### src/rtl/led_pwm_multi_if.sv
// Configuration write channel for led_pwm_multi: valid/ready write handshake plus
// the one-cycle error pulse for writes to a non-existent channel.
interface led_pwm_multi_if #(
    parameter int NUM_CH     = 4,
    parameter int PWM_WIDTH  = 8,
    parameter int RATE_WIDTH = 8
);
    localparam int CH_AW = (NUM_CH > 1) ? $clog2(NUM_CH) : 1;

    logic                  cfg_valid;
    logic                  cfg_ready;
    logic [CH_AW-1:0]      cfg_ch;
    logic [1:0]            cfg_mode;
    logic [PWM_WIDTH-1:0]  cfg_duty;
    logic [RATE_WIDTH-1:0] cfg_rate;
    logic                  cfg_err;

    modport master (
        output cfg_valid, cfg_ch, cfg_mode, cfg_duty, cfg_rate,
        input  cfg_ready, cfg_err
    );

    modport slave (
        input  cfg_valid, cfg_ch, cfg_mode, cfg_duty, cfg_rate,
        output cfg_ready, cfg_err
    );
endinterface

### src/rtl/led_pwm_multi.sv
// Multi-channel LED PWM controller (OFF/ON/STATIC/BREATHE) with frame-aligned config apply.
// Define LED_PWM_GAMMA_EN to square the effective duty, g(d) = (d*d)>>W, before the compare.
module led_pwm_multi #(
    parameter int NUM_CH       = 4,
    parameter int PWM_WIDTH    = 8,
    parameter int PWM_PRESCALE = 16,
    parameter int RATE_WIDTH   = 8
) (
    input  logic              in_clk,
    input  logic              in_rst,
    led_pwm_multi_if.slave    cfg,
    output logic              frame_sync,
    output logic [NUM_CH-1:0] out_led
);
    localparam int CH_AW = (NUM_CH > 1) ? $clog2(NUM_CH) : 1;
    localparam int PS_W  = (PWM_PRESCALE > 1) ? $clog2(PWM_PRESCALE) : 1;
    localparam logic [PWM_WIDTH-1:0] MAX = '1;

    typedef enum logic [1:0] {M_OFF, M_ON, M_STATIC, M_BREATHE} mode_t;

    logic [PS_W-1:0]      presc;
    logic [PWM_WIDTH-1:0] pwm_ctr;
    logic                 tick, frame_end, wr_ok;
    logic [CH_AW-1:0]     wr_ch;
    logic [NUM_CH-1:0]    wr_hit, pend;

    mode_t                 sh_mode  [NUM_CH];
    logic [PWM_WIDTH-1:0]  sh_duty  [NUM_CH];
    logic [RATE_WIDTH-1:0] sh_rate  [NUM_CH];
    mode_t                 act_mode [NUM_CH];
    logic [PWM_WIDTH-1:0]  act_duty [NUM_CH];
    logic [RATE_WIDTH-1:0] act_rate [NUM_CH];
    logic [PWM_WIDTH-1:0]  level    [NUM_CH];
    logic                  dir_dn   [NUM_CH];
    logic [RATE_WIDTH-1:0] step_ctr [NUM_CH];
    logic [PWM_WIDTH-1:0]  d_lat    [NUM_CH];

    mode_t                 n_mode   [NUM_CH];
    logic [PWM_WIDTH-1:0]  n_duty   [NUM_CH];
    logic [RATE_WIDTH-1:0] n_rate   [NUM_CH];
    logic [PWM_WIDTH-1:0]  n_level  [NUM_CH];
    logic                  n_dn     [NUM_CH];
    logic [RATE_WIDTH-1:0] n_step   [NUM_CH];
    logic [PWM_WIDTH-1:0]  n_d      [NUM_CH];

    function automatic logic [PWM_WIDTH-1:0] eff_duty(input mode_t m,
                                                      input logic [PWM_WIDTH-1:0] duty,
                                                      input logic [PWM_WIDTH-1:0] lvl);
        case (m)
            M_OFF:    eff_duty = '0;
            M_ON:     eff_duty = MAX;
            M_STATIC: eff_duty = duty;
            default:  eff_duty = lvl;
        endcase
    endfunction

    function automatic logic [PWM_WIDTH-1:0] shape(input logic [PWM_WIDTH-1:0] d);
`ifdef LED_PWM_GAMMA_EN
        logic [2*PWM_WIDTH-1:0] sq;
        sq    = {{PWM_WIDTH{1'b0}}, d} * {{PWM_WIDTH{1'b0}}, d};
        shape = (d == MAX) ? MAX : sq[2*PWM_WIDTH-1:PWM_WIDTH];
`else
        shape = d;
`endif
    endfunction

    assign tick      = (presc == PS_W'(PWM_PRESCALE - 1));
    assign frame_end = tick && (pwm_ctr == MAX);
    assign wr_ch     = cfg.cfg_ch;
    assign wr_ok     = cfg.cfg_valid && cfg.cfg_ready &&
                       ({{(32-CH_AW){1'b0}}, wr_ch} < NUM_CH);

    // Next active state per channel, evaluated for use at frame_end only.
    always_comb begin
        wr_hit = '0;
        for (int i = 0; i < NUM_CH; i++) begin
            wr_hit[i]  = wr_ok && (wr_ch == CH_AW'(i));
            n_mode[i]  = act_mode[i];
            n_duty[i]  = act_duty[i];
            n_rate[i]  = act_rate[i];
            n_level[i] = level[i];
            n_dn[i]    = dir_dn[i];
            n_step[i]  = step_ctr[i];
            if (pend[i]) begin
                n_mode[i] = sh_mode[i];
                n_duty[i] = sh_duty[i];
                n_rate[i] = sh_rate[i];
                if (sh_mode[i] == M_BREATHE) begin
                    n_level[i] = '0;
                    n_dn[i]    = 1'b0;
                    n_step[i]  = '0;
                end
            end else if (act_mode[i] == M_BREATHE) begin
                if (step_ctr[i] == act_rate[i]) begin
                    n_step[i] = '0;
                    if (act_duty[i] == '0) begin
                        n_level[i] = '0;
                        n_dn[i]    = 1'b0;
                    end else if (!dir_dn[i]) begin
                        n_level[i] = level[i] + 1'b1;
                        n_dn[i]    = (level[i] + 1'b1 == act_duty[i]);
                    end else begin
                        n_level[i] = level[i] - 1'b1;
                        n_dn[i]    = (level[i] != PWM_WIDTH'(1));
                    end
                end else begin
                    n_step[i] = step_ctr[i] + 1'b1;
                end
            end
            n_d[i] = shape(eff_duty(n_mode[i], n_duty[i], n_level[i]));
        end
    end

    always_ff @(posedge in_clk or posedge in_rst) begin
        if (in_rst) begin
            presc         <= '0;
            pwm_ctr       <= '0;
            frame_sync    <= 1'b0;
            cfg.cfg_ready <= 1'b0;
            cfg.cfg_err   <= 1'b0;
            out_led       <= '0;
            pend          <= '0;
            for (int i = 0; i < NUM_CH; i++) begin
                sh_mode[i]  <= M_OFF;
                sh_duty[i]  <= '0;
                sh_rate[i]  <= '0;
                act_mode[i] <= M_OFF;
                act_duty[i] <= '0;
                act_rate[i] <= '0;
                level[i]    <= '0;
                dir_dn[i]   <= 1'b0;
                step_ctr[i] <= '0;
                d_lat[i]    <= '0;
            end
        end else begin
            presc         <= tick ? '0 : presc + 1'b1;
            pwm_ctr       <= tick ? pwm_ctr + 1'b1 : pwm_ctr;
            frame_sync    <= frame_end;
            cfg.cfg_ready <= 1'b1;
            cfg.cfg_err   <= cfg.cfg_valid && cfg.cfg_ready && !wr_ok;
            for (int i = 0; i < NUM_CH; i++) begin
                // A write landing on the frame_end edge stays pending for the next frame.
                if (wr_hit[i]) begin
                    sh_mode[i] <= mode_t'(cfg.cfg_mode);
                    sh_duty[i] <= cfg.cfg_duty;
                    sh_rate[i] <= cfg.cfg_rate;
                    pend[i]    <= 1'b1;
                end else if (frame_end) begin
                    pend[i] <= 1'b0;
                end
                if (frame_end) begin
                    act_mode[i] <= n_mode[i];
                    act_duty[i] <= n_duty[i];
                    act_rate[i] <= n_rate[i];
                    level[i]    <= n_level[i];
                    dir_dn[i]   <= n_dn[i];
                    step_ctr[i] <= n_step[i];
                    d_lat[i]    <= n_d[i];
                end
                out_led[i] <= (d_lat[i] == '0)  ? 1'b0 :
                              (d_lat[i] == MAX) ? 1'b1 : (pwm_ctr < d_lat[i]);
            end
        end
    end
endmodule

### src/flat_wrapper.sv
// flat-port wrapper written by rule: the top's interface ports become plain ports
module led_pwm_multi_flat 
#(
    parameter int NUM_CH       = 4,
    parameter int PWM_WIDTH    = 8,
    parameter int PWM_PRESCALE = 16,
    parameter int RATE_WIDTH   = 8
)
  (in_clk, in_rst, frame_sync, out_led, cfg_cfg_valid, cfg_cfg_ch, cfg_cfg_mode, cfg_cfg_duty, cfg_cfg_rate, cfg_cfg_ready, cfg_cfg_err);
  led_pwm_multi_if #(.NUM_CH(NUM_CH), .PWM_WIDTH(PWM_WIDTH), .RATE_WIDTH(RATE_WIDTH)) cfg_i ();
  input  logic in_clk;
  input  logic in_rst;
  output logic frame_sync;
  output logic [NUM_CH-1:0] out_led;
  input wire logic [$bits(cfg_i.cfg_valid)-1:0] cfg_cfg_valid;
  input wire logic [$bits(cfg_i.cfg_ch)-1:0] cfg_cfg_ch;
  input wire logic [$bits(cfg_i.cfg_mode)-1:0] cfg_cfg_mode;
  input wire logic [$bits(cfg_i.cfg_duty)-1:0] cfg_cfg_duty;
  input wire logic [$bits(cfg_i.cfg_rate)-1:0] cfg_cfg_rate;
  output wire logic [$bits(cfg_i.cfg_ready)-1:0] cfg_cfg_ready;
  output wire logic [$bits(cfg_i.cfg_err)-1:0] cfg_cfg_err;
  assign cfg_i.cfg_valid = cfg_cfg_valid;
  assign cfg_i.cfg_ch = cfg_cfg_ch;
  assign cfg_i.cfg_mode = cfg_cfg_mode;
  assign cfg_i.cfg_duty = cfg_cfg_duty;
  assign cfg_i.cfg_rate = cfg_cfg_rate;
  assign cfg_cfg_ready = cfg_i.cfg_ready;
  assign cfg_cfg_err = cfg_i.cfg_err;
  led_pwm_multi #(.NUM_CH(NUM_CH), .PWM_WIDTH(PWM_WIDTH), .PWM_PRESCALE(PWM_PRESCALE), .RATE_WIDTH(RATE_WIDTH)) u_core (.in_clk(in_clk), .in_rst(in_rst), .cfg(cfg_i), .frame_sync(frame_sync), .out_led(out_led));
endmodule
### config.mk
export PLATFORM = sky130hd
export DESIGN_NAME = led_pwm_multi_flat
export DESIGN_NICKNAME = d
export VERILOG_FILES = /design/src/rtl/led_pwm_multi_if.sv /design/src/rtl/led_pwm_multi.sv /design/src/flat_wrapper.sv
export SDC_FILE = /design/constraint.sdc
export NUM_CORES = 1
export LEC_CHECK = 0
export CAP_MARGIN = 20
export CORE_MARGIN = 3
export CORE_UTILIZATION = 34
export CTS_BUF_LIST = sky130_fd_sc_hd__clkbuf_4 sky130_fd_sc_hd__clkbuf_8
export CTS_CLUSTER_DIAMETER = 100
export DETAILED_ROUTE_END_ITERATION = 7
export HOLD_SLACK_MARGIN = 0.08
export SLEW_MARGIN = 20
export SYNTH_ARGS = -nofsm -noshare
export SYNTH_HDL_FRONTEND = slang
export SYNTH_SLANG_ARGS = --single-unit
### constraint.sdc
create_clock -name in_clk -period 22 [get_ports in_clk]
set_clock_uncertainty 0.05 [all_clocks]
set_input_delay 4.4 -clock in_clk [delete_from_list [all_inputs] [get_ports in_clk]]
set_output_delay 4.4 -clock in_clk [all_outputs]
set_load 0.05 [all_outputs]
==> results by group, run 1 <==
GRT
  • Largest net degree at the start of global routing: 135
  • Vias in the first global route: 11400
  • Total track usage: 0.168
  • Initial antenna violation count: 0
  • First-pass GRT wire length: 63.9 mm
  • Grt ovf: 0

Drt
  • Drt initial violations: 883
  • Post-DR wirelength/cell: 18.2 um
  • Via Count: 11600
  • Final ANT Viol Nets: 0
  • DR DRC count: 0
  • DR vias/cell: 5.46
  • First drt pass iteration count: 5
  • Routed wire length: 38.7 mm

Yosys
  • Seq/Total Area, Yosys: 0.443
  • Yosys top cell area share: 0.443
  • Avg Cell Area, Syn: 9.99 um^2
  • Synth Cell Area: 15000 um^2
  • Synth async-reset ratio: 1.00
  • Synth Instances: 1504
  • Count leader, synth: dfrtp_1
  • Post-synthesis cell type with the largest combined area: dfrtp_1
  • Top cells by area, synth: dfrtp_1 44%, mux2_2 12%, o21ai_0 4.0%
  • Post-synth EDFFs: 0
  • Synth top cells by count: 266 x dfrtp_1, 159 x nand2_1, 157 x mux2_2, 121 x o21ai_0, 71 x nor2_1
  • Syn. warnings: 0
  • Synth Flop Type: dfrtp_1
  • #FFs+latches synth: 266
  • Synth Net Count: 1573
  • Yosys cell types: 80

Finish
  • Multi-input gate area in the final layout: 7860 um^2
  • Area grow syn2layout: 12.0%
  • # fillers: 4388
  • Register area: 6660 um^2
  • Layout Nets: 1582
  • Share of cells above drive strength 1: 0.178

Timing
  • Final hold violation count: 0
  • Max Fclk: 0.150 GHz
  • Period minus WS final: 6660 ps
  • Measured slew at the worst slew-check pin: 947 ps
  • Setup ws final: 15340 ps
  • Final setup viols: 0
  • Pins Over Slew Limit: 0
  • Post-route clock period utilization: 0.303
  • Final TNS setup: 0 ps
  • Min Hold Slack: 452 ps
  • Slew HR: 0.368
  • RSZ-0062 raised after global routing: false

Worst setup path
  • Kind of end point of the critical path: asynchronous set/reset pin
  • CP most frequent cell: buf_4
  • Slowest stage delay, CP: 770 ps
  • R2r endpoint: u_core.act_duty[0]$_DFFE_PP0P_
  • R2r setup slk: 18310 ps
  • CP max FO: 94
  • Critical Path RT: 22600 ps
  • Worst EP arrival: 7270 ps
  • Critical R2R Launch: u_core.pwm_ctr[0]$_DFFE_PP0N_
  • Setup crit start: in_rst
  • Slowest-stage cell, CP: buf_4
  • Reg2Reg Depth: 7
  • Setup CP Type: primary input to asynchronous set/reset pin
  • Sequence of cells on the critical path: clkdlybuf4s50_1 -> inv_8 -> buf_16 -> buf_4 -> buf_4
  • CP Launch Type: primary input
  • Worst setup path endpoint: u_core.out_led[2]$_DFF_PP0_

Clock tree
  • Clk_lat worst skew: 620 ps
  • Cts bufs inserted: 47
  • Hold buffer count at cts: 0
  • CTS tree: yes
  • # H-tree levels: 2
  • Worst-path clk slew: 60 ps
  • Setup Fix Bufs, Post-CTS: 0
  • Root buf cell: clkbuf_8
  • Clock buffer depth: 3
  • Clock sink count: 266
  • Post-CTS sizing: 0

Pwr
  • Max IR drop VDD: 0.0000932 V
  • Switch share: 0.257
  • P_sw: 0.000289 W
  • P_int: 0.000837 W
  • PwrDens: 66.9 nW/um^2
  • Sequential share of power: 0.492
  • Clock network power share: 0.435
  • Logic pwr share: 0.073
  • Leak: 7.29 nW

Placed design
  • HPWL after detailed placement: 27.0 mm
  • Post-Place Worst Slack: 14490 ps
  • I/O Buffers: 28
  • Routability cong.: 0.863

Floorplanning
  • Starting Density: 0.347
  • Die footprint: 46800 um^2
  • Core Box Area: 43400 um^2
  • Die Span Y: 216 um
  • Cell Rows: 76
  • Top-level port count: 30
  • Width of the die: 216 um

Hold path
  • Worst Hold Class: flop to flop
  • Hold Crit Start: u_core.presc[0]$_DFF_PP0_

Status
  • Status: completed

Flow run
  • Max-Cap Viols: 0
power groups by stage:
stage	Combinational, W	Clock, W	Sequential [W]
after floorplan	0.0000615	0	0.000541
after global placement	0.0000794	0	0.000562
after CTS	0.0000822	0.000505	0.000554
final	0.0000824	0.000490	0.000555
after detailed placement	0.0000816	0	0.000563
after global routing	0.0000920	0.000528	0.000557
registers in the layout, indices dropped and copies added (netlist names):
register	count
u_core.act_duty	32
u_core.act_rate	32
u_core.d_lat	32
u_core.level	32
u_core.sh_duty	32
u_core.sh_rate	32
u_core.step_ctr	32
u_core.act_mode	8
u_core.pwm_ctr	8
u_core.sh_mode	8
u_core.dir_dn	4
u_core.out_led	4
u_core.pend	4
u_core.presc	4
u_core.cfg.cfg_ready	1
u_core.frame_sync	1
layout by cell type (no fill, tap or decap), drive strengths merged, types with 34 or more instances in the layout:
cell type  instances
a21oi             71
o21ai            123
inv               46
nor2              72
mux2             157
clkbuf            72
nand2            161
dfrtp            266
ha                46
xnor2             69
nand3             34
how the worst min path moves through the flow:
stage                                      to  slack [ps]  cells after the start
2_1_floorplan       u_core.presc[0]$_DFF_PP0_         400                      1
6_report            u_core.presc[0]$_DFF_PP0_         450                      1
3_3_place_gp        u_core.presc[0]$_DFF_PP0_         430                      1
3_5_place_dp   u_core.act_mode[3]$_DFFE_PP0P_         440                      2
4_1_cts        u_core.act_mode[3]$_DFFE_PP0P_         450                      2
5_1_grt        u_core.act_rate[8]$_DFFE_PP0P_         480                      1
through the flow:
stage          cell area [um^2]  total power [W]  std cells   util
4_1_cts                   16800          0.00114       2129  0.387
6_report                  16800          0.00113       2133  0.388
2_1_floorplan             15000         0.000602       1504      -
3_3_place_gp              15800         0.000642       2046  0.364
3_5_place_dp              15800         0.000645       2047  0.364
5_1_grt                   16800          0.00118       2131  0.388
final cells by class:
cell class / count / share of cell area
timing repair buffer: 38 / 0.0227
multi-input combinational: 1114 / 0.467
antenna: 2 / 0.000297
clock buffer: 72 / 0.0544
tap: 585 / 0.0435
inverter: 46 / 0.0110
clock inverter: 10 / 0.00565
sequential: 266 / 0.395
worst max-delay path: cells and delay by family:
kind	cells	cell delay, ps
buffers and inverters	5	2690
cell families (layout without fill, tap and decap cells):
family,Yosys count,count (layout),synth area share
simple gates,451,451,0.153
fa+ha+maj,46,46,0.0383
compound gates,351,351,0.149
flops,266,266,0.443
buf+inv,124,166,0.0344
mux,175,175,0.130
other cells,2,4,0.000500
xor+xnor,89,89,0.0524
layer usage:
| layer | track usage | vias to the layer above | wire length, um |
|---|---|---|---|
| li1 | - | 5496 | - |
| met1 | 0.238 | 5796 | 18100 |
| met2 | 0.267 | 289 | 17700 |
| met3 | 0.0255 | 67 | 1990 |
| met4 | 0.0479 | 0 | 889 |
| met5 | 0 | - | 0 |
No activity file was read; power rests on OpenSTA's default activity.
==> inputs of run 2 (changes only) <==
==> constraint.sdc (replaced) <==
create_clock -name in_clk -period 6.5 [get_ports in_clk]
set_clock_uncertainty 0.05 [all_clocks]
set_input_delay 1.3 -clock in_clk [delete_from_list [all_inputs] [get_ports in_clk]]
set_output_delay 1.3 -clock in_clk [all_outputs]
set_load 0.05 [all_outputs]
==> results by group, run 2 (synthesis results as in run 1) <==
Drt
  • Drt initial violations: 800
  • First drt pass iteration count: 5
  • Post-DR wirelength/cell: 17.4 um
  • Routed wire length: 36.9 mm
  • Via Count: 11500
  • DR DRC count: 0
  • Final ANT Viol Nets: 0
  • DR vias/cell: 5.40

GRT
  • Most Crowded Layer GR: met2
  • Total track usage: 0.157
  • Grt ovf: 0
  • Vias in the first global route: 11500
  • Initial antenna violation count: 0
  • First-pass GRT wire length: 60.8 mm
  • Met1 GRT Util: 0.215
  • Global Route met2 Usage: 0.261
  • GR Util met3: 0.0229
  • Largest net degree at the start of global routing: 159

Clock tree
  • Post-CTS sizing: 0
  • # H-tree levels: 2
  • Hold buffer count at cts: 0
  • Clock buffer depth: 3
  • Worst-path clk slew: 60 ps
  • Cts bufs inserted: 46
  • Root buf cell: clkbuf_8
  • CTS tree: yes
  • Clk_lat worst skew: 560 ps
  • Clock sink count: 266
  • Setup Fix Bufs, Post-CTS: 0

Worst setup path
  • Slowest stage delay, CP: 720 ps
  • Critical Path RT: 6870 ps
  • Slowest-stage cell, CP: nand2_1
  • Kind of end point of the critical path: flop
  • CP Launch Type: flop
  • Worst setup path endpoint: u_core.act_duty[3]$_DFFE_PP0P_
  • Setup crit start: u_core.presc[0]$_DFF_PP0_
  • Setup CP Type: flop to flop
  • R2r setup slk: 3030 ps
  • R2r endpoint: u_core.act_duty[3]$_DFFE_PP0P_
  • CP max FO: 65
  • Reg2Reg Depth: 6
  • Critical R2R Launch: u_core.presc[0]$_DFF_PP0_
  • Worst EP arrival: 3840 ps
  • Sequence of cells on the critical path: ha_1 -> nand3_2 -> or3_4 -> clkinv_4 -> nand2_1 -> mux2_2

Timing
  • Pins Over Slew Limit: 0
  • Min Hold Slack: 443 ps
  • Final hold violation count: 0
  • Measured slew at the worst slew-check pin: 1010 ps
  • Period minus WS final: 3470 ps
  • Max Fclk: 0.288 GHz
  • Final TNS setup: 0 ps
  • Final setup viols: 0
  • RSZ-0062 raised after global routing: false
  • Slew HR: 0.321
  • Setup ws final: 3030 ps
  • Post-route clock period utilization: 0.534

Placed design
  • HPWL after detailed placement: 25.9 mm
  • Post-Place Worst Slack: 2980 ps
  • Placed cell count: 2045
  • Routability cong.: 0.902
  • I/O Buffers: 28
  • Placed Area: 15800 um^2

Finish
  • Final Cell Area: 16800 um^2
  • Commonest non-fill, non-tap cell in the layout: dfrtp_1
  • Layout Nets: 1578
  • Diodes inserted: 0
  • Area grow syn2layout: 11.7%
  • Layout Cells excl Fill: 2127
  • Share of cells above drive strength 1: 0.176
  • Most frequent cells in the layout: 266 x dfrtp_1, 159 x nand2_1, 157 x mux2_2

Floorplanning
  • Core Box Area: 43400 um^2
  • Top-level port count: 30
  • Die Span Y: 216 um
  • Width of the die: 216 um
  • Starting Density: 0.347
  • Cell Rows: 76
  • Die footprint: 46800 um^2

Hold path
  • Worst Hold Class: flop to flop

Pwr
  • PwrDens: 223 nW/um^2
  • Leak: 7.26 nW
  • Max IR drop VDD: 0.000217 V

Status
  • Status: completed

Flow run
  • Max-Cap Viols: 0
## run 2: where the power goes
group	switching, W	total (W)	internal (W)	leakage [nW]
clock network	0.000689	0.00163	0.000943	0.528
registers	0.0000824	0.00184	0.00176	3.54
logic	0.000142	0.000279	0.000137	3.20
total	0.000913	0.00375	0.00284	7.26
## run 2: worst min path at each step
stage,slack (ps),cells after the start,end,start
final,440,1,u_core.presc[0]$_DFF_PP0_,u_core.presc[0]$_DFF_PP0_
after CTS,450,1,u_core.presc[0]$_DFF_PP0_,u_core.presc[0]$_DFF_PP0_
after global placement,420,1,u_core.presc[0]$_DFF_PP0_,u_core.presc[0]$_DFF_PP0_
after floorplan,400,1,u_core.presc[0]$_DFF_PP0_,u_core.presc[0]$_DFF_PP0_
after global routing,470,1,u_core.act_rate[18]$_DFFE_PP0P_,u_core.sh_rate[18]$_DFFE_PP0P_
after detailed placement,440,1,u_core.presc[0]$_DFF_PP0_,u_core.presc[0]$_DFF_PP0_
## run 2: through the flow
stage,power (W),utilization
final,0.00375,0.387
after global placement,0.00214,0.364
after detailed placement,0.00215,0.364
after floorplan,0.00204,-
after global routing,0.00392,0.387
after CTS,0.00380,0.387
## run 2: metal layers
layer	up-vias	routed length, um
met5	-	0
met4	0	747
met3	59	1490
met2	238	17600
met1	5697	17100
li1	5494	-
## run 2: layout make-up
class | instances | area, um^2
multi-input combinational | 1114 | 7860
clock buffer | 68 | 873
clock inverter | 13 | 128
timing repair buffer | 35 | 349
inverter | 46 | 181
tap | 585 | 732
fill | 4319 | 26600
sequential | 266 | 6660
## run 2: worst max-delay path: cells and delay by family, from the launching register on
family	cells	cell delay, ps
DFF	1	410
adders and majority gates	1	270
buffers and inverters	1	630
muxes	1	410
and+or+nand+nor	3	1530
